==> src/rtl/rv32i_multicycle_cpu.sv <==
// Multicycle RV32I core on one shared instruction/data bus (BRAM + GPIO); optional CPU_REGFILE_RESET_EN clears x1..x31 on reset.
// Latency: 3 cycles ALU/jump/branch, 4 cycles store, 5 cycles load; bus read data arrives one cycle after the address.
// Backpressure: none; the bus is assumed always ready, and every access completes in its own FSM state.
module rv32i_multicycle_cpu (
  input  logic        clk,
  input  logic        reset,
  input  logic [31:0] TomemReadData,
  output logic [31:0] memAddress,
  output logic [31:0] memWriteData,
  output logic [3:0]  byteMask,
  output logic        memWrite
);

  typedef enum logic [2:0] {FETCH, DECODE, EXECUTE, MEM, LOADWB} state_t;

  localparam logic [6:0] OPC_LUI    = 7'b0110111;
  localparam logic [6:0] OPC_AUIPC  = 7'b0010111;
  localparam logic [6:0] OPC_JAL    = 7'b1101111;
  localparam logic [6:0] OPC_JALR   = 7'b1100111;
  localparam logic [6:0] OPC_BRANCH = 7'b1100011;
  localparam logic [6:0] OPC_LOAD   = 7'b0000011;
  localparam logic [6:0] OPC_STORE  = 7'b0100011;
  localparam logic [6:0] OPC_OPIMM  = 7'b0010011;
  localparam logic [6:0] OPC_OP     = 7'b0110011;

  state_t      state_q, state_d;
  logic [31:0] PC, pc_d;
  logic [31:0] InstructionRegister, ir_d;
  logic [31:0] ea_q, ea_d;
  logic [31:0] wdata_q, wdata_d;
  logic [3:0]  mask_q, mask_d;
  logic [31:0] RegFile [0:31];

  // Instruction fields; the IR is stable from EXECUTE through LOADWB
  logic [6:0]  opcode;
  logic [4:0]  rd, rs1, rs2;
  logic [2:0]  funct3;
  logic        alt;
  logic [31:0] imm_i, imm_s, imm_b, imm_u, imm_j;
  logic [31:0] rs1_val, rs2_val, op_b, alu_res, pc_plus4, ld_addr, st_addr;
  logic        br_taken, is_store;
  logic [7:0]  ld_byte;
  logic [15:0] ld_half;
  logic [31:0] ld_val;
  logic        rf_we;
  logic [31:0] rf_wd;

  assign opcode   = InstructionRegister[6:0];
  assign rd       = InstructionRegister[11:7];
  assign funct3   = InstructionRegister[14:12];
  assign rs1      = InstructionRegister[19:15];
  assign rs2      = InstructionRegister[24:20];
  assign alt      = InstructionRegister[30];
  assign imm_i    = {{20{InstructionRegister[31]}}, InstructionRegister[31:20]};
  assign imm_s    = {{20{InstructionRegister[31]}}, InstructionRegister[31:25], InstructionRegister[11:7]};
  assign imm_b    = {{19{InstructionRegister[31]}}, InstructionRegister[31], InstructionRegister[7],
                     InstructionRegister[30:25], InstructionRegister[11:8], 1'b0};
  assign imm_u    = {InstructionRegister[31:12], 12'b0};
  assign imm_j    = {{11{InstructionRegister[31]}}, InstructionRegister[31], InstructionRegister[19:12],
                     InstructionRegister[20], InstructionRegister[30:21], 1'b0};
  assign rs1_val  = (rs1 == 5'd0) ? 32'd0 : RegFile[rs1];
  assign rs2_val  = (rs2 == 5'd0) ? 32'd0 : RegFile[rs2];
  assign op_b     = (opcode == OPC_OP) ? rs2_val : imm_i;
  assign pc_plus4 = PC + 32'd4;
  assign ld_addr  = rs1_val + imm_i;
  assign st_addr  = rs1_val + imm_s;
  assign is_store = (opcode == OPC_STORE);

  // Bus outputs depend only on state and latched registers, never on read data
  assign memAddress   = (state_q == MEM) ? ea_q : PC;
  assign memWrite     = (state_q == MEM) && is_store && !reset;
  assign byteMask     = ((state_q == MEM) && is_store) ? mask_q : 4'b1111;
  assign memWriteData = wdata_q;

  // ALU for OP / OP-IMM; subtract only exists in the register form
  always_comb begin
    alu_res = 32'd0;
    case (funct3)
      3'b000:  alu_res = ((opcode == OPC_OP) && alt) ? rs1_val - op_b : rs1_val + op_b;
      3'b001:  alu_res = rs1_val << op_b[4:0];
      3'b010:  alu_res = {31'd0, $signed(rs1_val) < $signed(op_b)};
      3'b011:  alu_res = {31'd0, rs1_val < op_b};
      3'b100:  alu_res = rs1_val ^ op_b;
      3'b101:  alu_res = alt ? 32'($signed(rs1_val) >>> op_b[4:0]) : rs1_val >> op_b[4:0];
      3'b110:  alu_res = rs1_val | op_b;
      default: alu_res = rs1_val & op_b;
    endcase
  end

  // Branch condition; reserved funct3 encodings fall through as not taken
  always_comb begin
    br_taken = 1'b0;
    case (funct3)
      3'b000:  br_taken = (rs1_val == rs2_val);
      3'b001:  br_taken = (rs1_val != rs2_val);
      3'b100:  br_taken = ($signed(rs1_val) < $signed(rs2_val));
      3'b101:  br_taken = ($signed(rs1_val) >= $signed(rs2_val));
      3'b110:  br_taken = (rs1_val < rs2_val);
      3'b111:  br_taken = (rs1_val >= rs2_val);
      default: br_taken = 1'b0;
    endcase
  end

  // Load lane selection; halfwords ignore addr[0], words ignore addr[1:0]
  always_comb begin
    ld_byte = TomemReadData[7:0];
    case (ea_q[1:0])
      2'd1:    ld_byte = TomemReadData[15:8];
      2'd2:    ld_byte = TomemReadData[23:16];
      2'd3:    ld_byte = TomemReadData[31:24];
      default: ld_byte = TomemReadData[7:0];
    endcase
    ld_half = ea_q[1] ? TomemReadData[31:16] : TomemReadData[15:0];
    case (funct3)
      3'b000:  ld_val = {{24{ld_byte[7]}}, ld_byte};
      3'b001:  ld_val = {{16{ld_half[15]}}, ld_half};
      3'b100:  ld_val = {24'd0, ld_byte};
      3'b101:  ld_val = {16'd0, ld_half};
      default: ld_val = TomemReadData;
    endcase
  end

  // Next-state, PC, latch and register-write decisions for every FSM state
  always_comb begin
    state_d = state_q;
    pc_d    = PC;
    ir_d    = InstructionRegister;
    ea_d    = ea_q;
    wdata_d = wdata_q;
    mask_d  = mask_q;
    rf_we   = 1'b0;
    rf_wd   = alu_res;
    case (state_q)
      FETCH:  state_d = DECODE;
      DECODE: begin
        ir_d    = TomemReadData;
        state_d = EXECUTE;
      end
      EXECUTE: begin
        state_d = FETCH;
        pc_d    = pc_plus4;
        case (opcode)
          OPC_OP, OPC_OPIMM: rf_we = 1'b1;
          OPC_LUI: begin
            rf_we = 1'b1;
            rf_wd = imm_u;
          end
          OPC_AUIPC: begin
            rf_we = 1'b1;
            rf_wd = PC + imm_u;
          end
          OPC_JAL: begin
            rf_we = 1'b1;
            rf_wd = pc_plus4;
            pc_d  = PC + imm_j;
          end
          OPC_JALR: begin
            rf_we = 1'b1;
            rf_wd = pc_plus4;
            pc_d  = ld_addr & ~32'd1;
          end
          OPC_BRANCH: if (br_taken) pc_d = PC + imm_b;
          OPC_LOAD: begin
            ea_d    = ld_addr;
            pc_d    = PC;
            state_d = MEM;
          end
          OPC_STORE: begin
            ea_d    = st_addr;
            pc_d    = PC;
            state_d = MEM;
            case (funct3[1:0])
              2'b00: begin
                mask_d  = 4'b0001 << st_addr[1:0];
                wdata_d = {4{rs2_val[7:0]}};
              end
              2'b01: begin
                mask_d  = st_addr[1] ? 4'b1100 : 4'b0011;
                wdata_d = {2{rs2_val[15:0]}};
              end
              default: begin
                mask_d  = 4'b1111;
                wdata_d = rs2_val;
              end
            endcase
          end
          default: ; // FENCE, SYSTEM and unknown opcodes retire as NOPs
        endcase
      end
      MEM: begin
        if (is_store) begin
          pc_d    = pc_plus4;
          state_d = FETCH;
        end else begin
          state_d = LOADWB;
        end
      end
      LOADWB: begin
        rf_we   = 1'b1;
        rf_wd   = ld_val;
        pc_d    = pc_plus4;
        state_d = FETCH;
      end
      default: state_d = FETCH;
    endcase
  end

  // FSM and control registers; reset aborts any instruction in flight
  always_ff @(posedge clk) begin
    if (reset) begin
      state_q             <= FETCH;
      PC                  <= 32'd0;
      InstructionRegister <= 32'd0;
      ea_q                <= 32'd0;
      wdata_q             <= 32'd0;
      mask_q              <= 4'b1111;
    end else begin
      state_q             <= state_d;
      PC                  <= pc_d;
      InstructionRegister <= ir_d;
      ea_q                <= ea_d;
      wdata_q             <= wdata_d;
      mask_q              <= mask_d;
    end
  end

  // Register file write port; x0 is never written so it stays a read-as-zero slot
  always_ff @(posedge clk) begin
`ifdef CPU_REGFILE_RESET_EN
    if (reset) begin
      for (int i = 1; i < 32; i++) RegFile[i] <= 32'd0;
    end else if (rf_we && (rd != 5'd0)) begin
      RegFile[rd] <= rf_wd;
    end
`else
    if (!reset && rf_we && (rd != 5'd0)) begin
      RegFile[rd] <= rf_wd;
    end
`endif
  end

endmodule

==> config.mk <==
export PLATFORM = sky130hd
export DESIGN_NAME = rv32i_multicycle_cpu
export DESIGN_NICKNAME = d
export VERILOG_FILES = /design/src/rtl/rv32i_multicycle_cpu.sv
export SDC_FILE = /design/constraint.sdc
export NUM_CORES = 2
export LEC_CHECK = 0
export CAP_MARGIN = 30
export CORE_AREA = 2 2 422 424
export DETAILED_ROUTE_END_ITERATION = 16
export DIE_AREA = 0 0 424 426
export HOLD_SLACK_MARGIN = 0.1
export PLACE_DENSITY = 0.61
export SETUP_SLACK_MARGIN = 0.4
export SLEW_MARGIN = 20
export SYNTH_ARGS = -nofsm -noshare
export SYNTH_HDL_FRONTEND = slang
export SYNTH_SLANG_ARGS = --single-unit
==> constraint.sdc <==
create_clock -name clk -period 18.9 [get_ports clk]
set_input_delay 3.78 -clock clk [delete_from_list [all_inputs] [get_ports clk]]
set_output_delay 3.78 -clock clk [all_outputs]
set_load 0.05 [all_outputs]
==> impl_results.md <==
- Core box area: roughly 180000 um2
- Tmin final: about 9.5 ns
- Total wire length: ~300000 um
- Worst-path fanout max: 3
- DR pass1 iterations: 8
- Vias in the first global route: 54100
- YS warnings: 0
- CTS Buf Count: 131
- Peak supply drop: approximately 0.081 mV
- Sw power: around 2.7 mW
- Hold path startpoint: memWriteData[4]$_SDFFE_PP0P_
- Internal power: 5.14 mW
- CTS Hold Bufs: 0
- Root Buffer: clkbuf_16
- Post_cts resized: 0
- Sw frac: 0.342
- Crit path kind: in -> out
- R2r setup slk: between 9 and 10 ns
- Synth Area in Compound Gates: 0.128
- Row cnt: 154
- Initial antenna violation count: 11
- Largest net degree at the start of global routing: roughly 110
- Clk sinks: 1168
- FF-to-FF path depth: 23
- Worst hold endpoint: memWriteData[4]$_SDFFE_PP0P_
- Final worst path period share: 0.503
- Cell variety after synth: 95
- Pleak: 26.7 nW
- Sequential share of the synthesized area: 0.468
- Status: completed
- Crit path DAT: 5.73 ns
- Post-DR wirelength/cell: 36.0 um
- Post-DP HPWL: 207000 um
- Ports: 103
- Final Max Tran Viols: 0
- Mux contribution to synthesized area: 0.226
- Vias per cell: 6.70
- Max-cap violations: 0
- Synthesized area per cell: around 12 um2
- Worst r2r dst: RegFile[28][28]$_DFFE_PP_
- Routed Antenna Nets: 0
- CP Launch Type: input pin
- Clock transition at path regs: 0.06 ns
- Hold path cells: 2
- H-tree depth: 4
- Finish-stage setup viols: 0
- Clock group share of total power: 0.323
- Synth Instances: 5828
- CP Capture Type: primary output
- Logic pwr share: 0.282
- Buffers on Ports: 102
- Global route total overflow: 0
- EDFF count, synth: between 1000 and 1500
- DIE AREA: 181000 um2
- Gpl congestion: 1.13
- Clock Tree Buf Depth: 3
- Commonest cells after routing, fill and taps aside: 1024 x edfxtp_1, 586 x mux4_2, 499 x nand2_1, 475 x a21oi_1, 366 x nor2_1
- Post-Syn Area: 71800 um2
- Adder-cell share of the synthesized area: 0.0401
- Commonest non-fill, non-tap cell in the layout: edfxtp_1
- Ys flop type: edfxtp_1
- Xor/xnor cell area share of the yosys netlist: 0.0207
- Starting Density: 0.409
- Pwr/cell area: just under 100 nW/um2
- Setup bufs post-CTS: 0
- Initial drt markers: 7638
- Worst hold path class: reg -> reg
- Unrepaired setup endpoints after global routing: no
- First-pass GRT wire length: 418000 um
- Drt drc: 0
- Chip width: 424 um
- Nets: 6148
- Filler cell count in the final layout: 15800
- CTS tree: done
- Layout cell share with drive strength beyond 1: 0.202
- Clk_skew: 0.0623 ns
- Fin. Hold Viols: 0
- Vias after detailed routing: around 56000
- Seq pwr share: 0.396
- Fmax: 105 MHz
- Slew @ Worst Pin: about 1.1 ns
- Area Growth Syn to Fin: 12.2%
- Power after layout: approximately 7.8 mW
- Clock latency on the worst-skew pair: 0.83 ns
- Synth async-reset ratio: 0
- Setup TNS: 0 ns
- Worst rel slew slack: 0.281
- Worst EP required: 15.12 ns
- Gr usage total: 0.328
- Main combinational cell family by area after synthesis: multiplexers
- Synth Register Bits: between 1000 and 1500
- Post-Synth Simple-Gate Area: 0.0809
- Die Ht: about 430 um
critical path, cell delays in order:
cell and delay [ns]:
buf_4 0.12, nor3_1 0.77, clkdlybuf4s50_1 1.05
cell usage after synthesis, types with 14 or more instances:
library cell / instances / area [um2]
or3_1: 26 / 163
nor4_1: 16 / 100
o22ai_1: 53 / 332
o31ai_1: 18 / 135
and3_1: 20 / 125
xor2_1: 54 / 473
nand3_1: 60 / 300
inv_1: 165 / 619
nand4_1: 37 / 231
o21a_1: 20 / 150
mux2_2: 74 / 833
o21ai_1: 24 / 120
or2_2: 15 / 93.8
o21ai_0: 313 / 1570
mux4_2: 586 / 13200
nand2b_1: 52 / 325
nand2_1: 500 / 1880
a31oi_1: 49 / 307
clkbuf_1: 263 / 987
nor2_1: 404 / 1520
ha_1: 219 / 2740
a21oi_1: 482 / 2410
a211oi_1: 68 / 510
nor2b_1: 21 / 131
mux2i_1: 217 / 2170
dfxtp_1: 144 / 2880
o21bai_1: 35 / 263
a221o_1: 14 / 140
a22oi_1: 34 / 255
edfxtp_1: 1024 / 30700
buf_1: 54 / 203
and2_1: 21 / 131
a221oi_1: 28 / 245
o211ai_1: 40 / 300
buf_4: 22 / 165
a211o_1: 18 / 158
a21o_1: 92 / 691
o221ai_1: 45 / 394
nor3_1: 109 / 546
xnor2_1: 116 / 1020
buf_2: 82 / 410
routing by layer:
| metal | vias to the layer above | routed length, um | global-route usage | part of all wire |
|---|---|---|---|---|
| met5 | - | 68 | 0 | 0.00023 |
| met4 | 10 | 21300 | 0.197 | 0.071 |
| met3 | 797 | 28300 | 0.0624 | 0.094 |
| met2 | 3427 | 135000 | 0.503 | 0.45 |
| met1 | 28600 | 116000 | 0.432 | 0.39 |
| li1 | 23000 | - | - | - |
kinds of logic (layout without fill, tap and decap cells):
logic type,after synthesis,count (layout)
flops,1168,1168
mux,881,881
compound gates,1459,1459
xor+xnor,170,170
simple gates,1315,1315
fa+ha+maj,226,226
other cells,1,34
buf+inv,608,737
area by class of cell:
class	instances	area [um2]	share of cell area
flip-flops and latches	1168	33700	0.418
clock buffers	155	3430	0.0426
multi-input cells	4083	36200	0.449
well taps	2340	2930	0.0363
inverters	173	657	0.00815
clock inverters	78	795	0.00986
diodes	2	5.00	0.0000621
repair buffers	331	2870	0.0356
through the flow:
stage | worst slack [ns] | hold slack [ns] | util | area, um2 | std cells
after floorplan | 9.87 | 0.429 | - | 71900 | 5859
after global placement | 9.53 | 0.441 | 0.433 | 76100 | 8075
after detailed placement | 9.53 | 0.447 | 0.434 | 76200 | 8089
after CTS | 9.53 | 0.458 | 0.458 | 80400 | 8322
after global routing | 9.12 | 0.475 | 0.458 | 80600 | 8329
final | 9.39 | 0.454 | 0.458 | 80600 | 8330
registers in the layout, indices dropped and copies added (netlist names), named ones only:
name / flops
mask_q: 4
RegFile: 1024
InstructionRegister: 32
PC: 31
ea_q: 32
state_q: 3
memWriteData: 32
power by group through the flow:
stage	logic (mW)	clock network [mW]	registers, mW
6_report	2.20	2.52	3.09
5_1_grt	2.28	2.65	3.09
4_1_cts	2.12	2.56	3.08
3_3_place_gp	2.10	0	3.14
3_5_place_dp	2.12	0	3.14
2_1_floorplan	1.27	0	3.12
how the worst max path moves through the flow:
| stage | from | end | cells after the start |
|---|---|---|---|
| finish | reset | memWrite | 3 |
| global placement | flop | RegFile[0][28]$_DFFE_PP_ | 22 |
| detailed placement | reset | memWrite | 3 |
| global route | flop | RegFile[29][28]$_DFFE_PP_ | 23 |
| floorplan | reset | memWrite | 3 |
| CTS | reset | memWrite | 3 |
No activity file was read; power rests on OpenSTA's default activity.
